**src/rtl/vga_pkg.sv**
```systemverilog
// Shared VGA timing defaults (640x480@60) and the coordinate type used by the timing generator.
package vga_pkg;

   localparam int unsigned COORD_W = 10;
   localparam int unsigned FCOUNT_W = 16;

   typedef logic [COORD_W-1:0] coord_t;

   localparam int unsigned H_ACTIVE_DEF = 640;
   localparam int unsigned H_FP_DEF     = 16;
   localparam int unsigned H_SYNC_DEF   = 96;
   localparam int unsigned H_BP_DEF     = 48;
   localparam int unsigned H_TOTAL_DEF  = H_ACTIVE_DEF + H_FP_DEF + H_SYNC_DEF + H_BP_DEF;

   localparam int unsigned V_ACTIVE_DEF = 480;
   localparam int unsigned V_FP_DEF     = 10;
   localparam int unsigned V_SYNC_DEF   = 2;
   localparam int unsigned V_BP_DEF     = 33;
   localparam int unsigned V_TOTAL_DEF  = V_ACTIVE_DEF + V_FP_DEF + V_SYNC_DEF + V_BP_DEF;

endpackage

```
**src/rtl/sync_delay.sv**
```systemverilog
// Enable-gated shift register of DEPTH stages with a per-instance reset value; DEPTH=0 is a wire.
module sync_delay #(
   parameter int unsigned DEPTH   = 1,
   parameter logic        RST_VAL = 1'b0
) (
   input  logic clk,
   input  logic rst_n,
   input  logic en,
   input  logic d,
   output logic q
);

   if (DEPTH == 0) begin : g_bypass
      logic unused_ok;
      assign unused_ok = &{1'b0, clk, rst_n, en};
      assign q = d;
   end else begin : g_pipe
      logic [DEPTH-1:0] pipe_q;
      logic [DEPTH-1:0] pipe_d;

      always_comb begin
         pipe_d = pipe_q;
         if (en) begin
            pipe_d[0] = d;
            for (int i = 1; i < int'(DEPTH); i++) begin
               pipe_d[i] = pipe_q[i-1];
            end
         end
      end

      always_ff @(posedge clk or negedge rst_n) begin
         if (!rst_n) begin
            pipe_q <= {DEPTH{RST_VAL}};
         end else begin
            pipe_q <= pipe_d;
         end
      end

      assign q = pipe_q[DEPTH-1];
   end

endmodule

```
**src/rtl/vga_timing_gen.sv**
```systemverilog
// VGA raster timing: pixel/line counters, sync and blank decodes delayed to match the pixel pipeline.
module vga_timing_gen
   import vga_pkg::*;
#(
   parameter int unsigned H_ACTIVE   = H_ACTIVE_DEF,
   parameter int unsigned H_FP       = H_FP_DEF,
   parameter int unsigned H_SYNC     = H_SYNC_DEF,
   parameter int unsigned H_BP       = H_BP_DEF,
   parameter int unsigned V_ACTIVE   = V_ACTIVE_DEF,
   parameter int unsigned V_FP       = V_FP_DEF,
   parameter int unsigned V_SYNC     = V_SYNC_DEF,
   parameter int unsigned V_BP       = V_BP_DEF,
   parameter int unsigned PIPE_DELAY = 1
) (
   input  logic                vga_clk,
   input  logic                reset_n,
   input  logic                pix_ce,
   output logic [COORD_W-1:0]  DrawX,
   output logic [COORD_W-1:0]  DrawY,
   output logic                hs,
   output logic                vs,
   output logic                active_nblank,
   output logic                frame_start,
   output logic [FCOUNT_W-1:0] frame_count
);

   localparam int unsigned H_TOTAL = H_ACTIVE + H_FP + H_SYNC + H_BP;
   localparam int unsigned V_TOTAL = V_ACTIVE + V_FP + V_SYNC + V_BP;

   coord_t               x_q, x_d;
   coord_t               y_q, y_d;
   logic [FCOUNT_W-1:0]  fc_q, fc_d;
   logic                 hs_raw, vs_raw, act_raw;

   // Raster counters advance only on enabled pixels; frame count bumps on the last pixel of a frame.
   always_comb begin
      x_d  = x_q;
      y_d  = y_q;
      fc_d = fc_q;
      if (pix_ce) begin
         if (x_q == coord_t'(H_TOTAL - 1)) begin
            x_d = '0;
            if (y_q == coord_t'(V_TOTAL - 1)) begin
               y_d  = '0;
               fc_d = FCOUNT_W'(fc_q + FCOUNT_W'(1));
            end else begin
               y_d = coord_t'(y_q + coord_t'(1));
            end
         end else begin
            x_d = coord_t'(x_q + coord_t'(1));
         end
      end
   end

   always_ff @(posedge vga_clk or negedge reset_n) begin
      if (!reset_n) begin
         x_q  <= '0;
         y_q  <= '0;
         fc_q <= '0;
      end else begin
         x_q  <= x_d;
         y_q  <= y_d;
         fc_q <= fc_d;
      end
   end

   always_comb begin
      hs_raw  = !((x_q >= coord_t'(H_ACTIVE + H_FP)) &&
                  (x_q <  coord_t'(H_ACTIVE + H_FP + H_SYNC)));
      vs_raw  = !((y_q >= coord_t'(V_ACTIVE + V_FP)) &&
                  (y_q <  coord_t'(V_ACTIVE + V_FP + V_SYNC)));
      act_raw = (x_q < coord_t'(H_ACTIVE)) && (y_q < coord_t'(V_ACTIVE));
   end

   sync_delay #(.DEPTH(PIPE_DELAY), .RST_VAL(1'b1)) u_hs_dly (
      .clk(vga_clk), .rst_n(reset_n), .en(pix_ce), .d(hs_raw), .q(hs)
   );

   sync_delay #(.DEPTH(PIPE_DELAY), .RST_VAL(1'b1)) u_vs_dly (
      .clk(vga_clk), .rst_n(reset_n), .en(pix_ce), .d(vs_raw), .q(vs)
   );

   sync_delay #(.DEPTH(PIPE_DELAY), .RST_VAL(1'b0)) u_act_dly (
      .clk(vga_clk), .rst_n(reset_n), .en(pix_ce), .d(act_raw), .q(active_nblank)
   );

   assign frame_start = (x_q == '0) && (y_q == '0) && pix_ce;
   assign DrawX       = x_q;
   assign DrawY       = y_q;
   assign frame_count = fc_q;

endmodule

```
**config.mk**
```make
export PLATFORM = sky130hd
export DESIGN_NAME = vga_timing_gen
export DESIGN_NICKNAME = d
export VERILOG_FILES = /design/src/rtl/vga_pkg.sv /design/src/rtl/sync_delay.sv /design/src/rtl/vga_timing_gen.sv
export SDC_FILE = /design/constraint.sdc
export NUM_CORES = 1
export LEC_CHECK = 0
export ABC_CLOCK_PERIOD_IN_PS = 1900
export BUFFER_PORTS_ARGS = -buffer_cell sky130_fd_sc_hd__buf_2
export CORE_UTILIZATION = 51
export CTS_BUF_LIST = sky130_fd_sc_hd__clkbuf_2
export DETAILED_ROUTE_END_ITERATION = 8
export PLACE_DENSITY = 0.79
export SYNTH_ARGS = -nofsm -noshare
export SYNTH_HDL_FRONTEND = slang
export SYNTH_HIERARCHICAL = 1
export SYNTH_SLANG_ARGS = --single-unit
```
**constraint.sdc**
```tcl
create_clock -name vga_clk -period 1.9 [get_ports vga_clk]
set_clock_uncertainty 0.1 [all_clocks]
set_input_delay 0.285 -clock vga_clk [delete_from_list [all_inputs] [get_ports vga_clk]]
set_output_delay 0.285 -clock vga_clk [all_outputs]
set_load 0.05 [all_outputs]
```
==> results.json <==
{
  "combPwrFrac_pct": 32.2,
  "setup_slack_ns": -0.568,
  "pwr-share-seq_pct": 49.1,
  "worstHoldStart": "pix_ce",
  "cts_htree_levels": 2,
  "grt_pass1_wl_um": 8040,
  "dpl_cell_area_um2": 2560,
  "yosysWarnings": 6,
  "hp-class": "in -> reg",
  "die-height_um": 65.9,
  "worst-setup-path-type": "reg -> out",
  "status": "finished, violations left",
  "min_path_cells": 2,
  "power.switching_uw": 771,
  "synth_edf_count": 0,
  "areaGrowthSynthToFinish_pct": 31.5,
  "clock_path_buffers": 2,
  "ys_seq_area_share_pct": 46.9,
  "drtPass1Iterations": 4,
  "grt_overflow": 0,
  "synth_fp_nets": 205,
  "final_cells": 318,
  "synth_cell_types": 38,
  "drive_above_1_share_pct": 42.6,
  "ys_async_sr_fraction_pct": 100,
  "die_w_um": 65.9,
  "start_util_pct": 54.9,
  "core-area_um2": 3800,
  "drc": 0,
  "detail_route.iter0.violations": 68,
  "place_hpwl_um": 3650,
  "r2r-start": "DrawX[6]",
  "via_count": 1850,
  "io_pins": 43,
  "ff2ff_setup_slack_ns": -0.06,
  "post-place-ws_ns": -0.213,
  "via_per_inst": 5.82,
  "whs_endpoint": "DrawX[1]",
  "p_leak_nw": 1.38,
  "powerDensity_nw_per_um2": 720,
  "crit_start": "DrawY[3]",
  "slew_headroom_pct": 68.1,
  "avgRoutedWirePerCell_um": 16.3,
  "synth_top_cell_by_area": "dfrtp_1",
  "synth_area_per_cell_um2": 10.6,
  "grt_antenna_before_repair": 0,
  "failed_checks": "negative setup slack",
  "finalSetupViolCount": 10,
  "num_rows": 22,
  "ys_top_cells_by_count": "37 x dfrtp_1, 19 x xor2_1, 15 x nand3_1",
  "utilization_pct": 72.2,
  "worst_slew_pin_slew_ns": 0.478,
  "worst-r2r-cell-count": 5,
  "num_antenna_cells": 0,
  "start_kind": "flop",
  "place_congestion": 0.864,
  "first_global_vias": 1730,
  "wl_um": 5190,
  "finalHoldViolations": 0,
  "drv_cap": 0,
  "fin_crit_ns": 2.47,
  "worst_r2r_endpoint": "frame_count[11]",
  "tns_ns": -0.822,
  "synthTopCellsByArea": "dfrtp_1 44%, xor2_1 8.0%, xnor2_1 3.8%",
  "die_area_um2": 4350,
  "cts_tree": "built",
  "cts_sinks": 39,
  "clkPwrFrac_pct": 18.6,
  "nNetsFinal": 278,
  "cp-end-kind": "output pin",
  "crit_arrival_ns": 2.08,
  "fmax_mhz": 405,
  "ys_ff_latch": 39,
  "rsz0062_at_grt": "yes",
  "cts_buffers": 5,
  "synth_most_common_cell": "dfrtp_1",
  "switching_share_pct": 39.0,
  "grtUsageTotal_pct": 24.6,
  "dpl.cell_count": 303,
  "yosysTopAreaCellShare_pct": 44.4,
  "netlist_area_um2": 2080,
  "report.final.slew_viol_count": 0,
  "vdd_drop_max_mv": 0.419,
  "netlist_instances": 196,
  "insertion_delay_ns": 0.39,
  "io_buffers": 42,
  "cts_root_buf": "clkbuf_2",
  "crit_fanout": 2,
  "fill_cells": 289,
  "stdcell_area_um2": 2740,
  "ant_nets": 0,
  "synthFlopType": "dfrtp_1",
  "grt_max_degree": 21,
  "clkTransAtPathRegs_ns": 0.21,
  "intPower_mw": 1.20,
  "critPathRequiredTime_ns": 1.51,
  "post-route-period-util_pct": 130
}
-- cells in the final DEF (no fill, tap or decap), types with 6 or more instances in the layout --
cell,synthesis,routed
buf_2,5,41
buf_4,1,26
clkbuf_2,0,6
dfrtp_1,37,25
dfrtp_2,0,11
inv_1,6,6
nand2_1,10,10
nand3_1,15,15
nand4_1,10,10
nor2_1,11,10
nor3_1,11,10
o21ai_0,6,6
xnor2_1,9,9
xor2_1,19,19
-- worst max-delay path, stage by stage (launching register included) --
cell      delay, ns
dfrtp_2        0.45
or4_4          0.53
nor3_2         0.17
nand4b_1       0.17
nor4_4         0.18
buf_6          0.19
-- flip-flops by register name (all words and copies together), names as in the netlist --
name,cells
u_hs_dly/q,1
DrawY,10
DrawX,10
u_vs_dly/q,1
u_act_dly/q,1
frame_count,16
-- what timing repair did --
action                                 4_1_cts  5_1_grt
resized for setup                            7        5
setup buffers                                1        4
gates cloned                                 0        1
hold buffers                                 1        0
setup endpoints to repair                    6       14
pin swaps                                    1        1
endpoints found under the hold margin       17        0
-- area by class of cell --
cell class | count | area (µm²) | share of cell area [%]
Tap cell | 48 | 60.1 | 2.19
Sequential cell | 39 | 996 | 36.3
Timing Repair Buffer | 72 | 482 | 17.6
Clock buffer | 6 | 30.0 | 1.10
Multi-Input combinational cell | 145 | 1140 | 41.5
Clock inverter | 2 | 13.8 | 0.502
Inverter | 6 | 22.5 | 0.822
-- worst max-delay path by stage --
| stage | cells past startpoint | endpoint | slack, ns |
|---|---|---|---|
| after CTS | 5 | frame_start | -0.60 |
| after global placement | 5 | frame_start | -0.22 |
| after global routing | 5 | frame_start | -0.71 |
| final | 5 | frame_start | -0.57 |
| after floorplan | 4 | frame_start | -0.43 |
| after detailed placement | 5 | frame_start | -0.21 |
-- layer usage --
metal,share of wire (%),track usage [%]
met1,45,31.4
met2,48,42.1
met3,5.4,4.14
met4,2.0,8.24
met5,0,0
-- through the flow --
stage / hold slack, ns / power, mW
after floorplan: -0.111 / 1.40
after global placement: 0.177 / 1.56
after detailed placement: 0.170 / 1.58
after CTS: 0.0646 / 1.96
after global routing: 0.0808 / 2.08
final: 0.114 / 1.97
-- power by group through the flow --
stage               clock, mW  sequential (mW)  combinational [mW]
CTS                     0.379            0.971               0.606
global route            0.419            0.978               0.679
global placement            0            0.982               0.580
detailed placement          0            0.987               0.590
floorplan                   0             1.17               0.231
finish                  0.368            0.969               0.636
-- kinds of logic (layout without fill, tap and decap cells) --
kind of cell / count (synthesis) / after routing / synth area share [%]
AOI/OAI and AO/OA: 12 / 12 / 3.42
adders and majority gates: 6 / 6 / 3.60
DFF: 39 / 39 / 46.9
buffers and inverters: 13 / 86 / 2.82
and+or+nand+nor: 92 / 93 / 27.8
xor gates and xnor gates: 28 / 28 / 11.8
muxes: 6 / 6 / 3.66
Note: power is estimated with default switching activity, not from simulation.
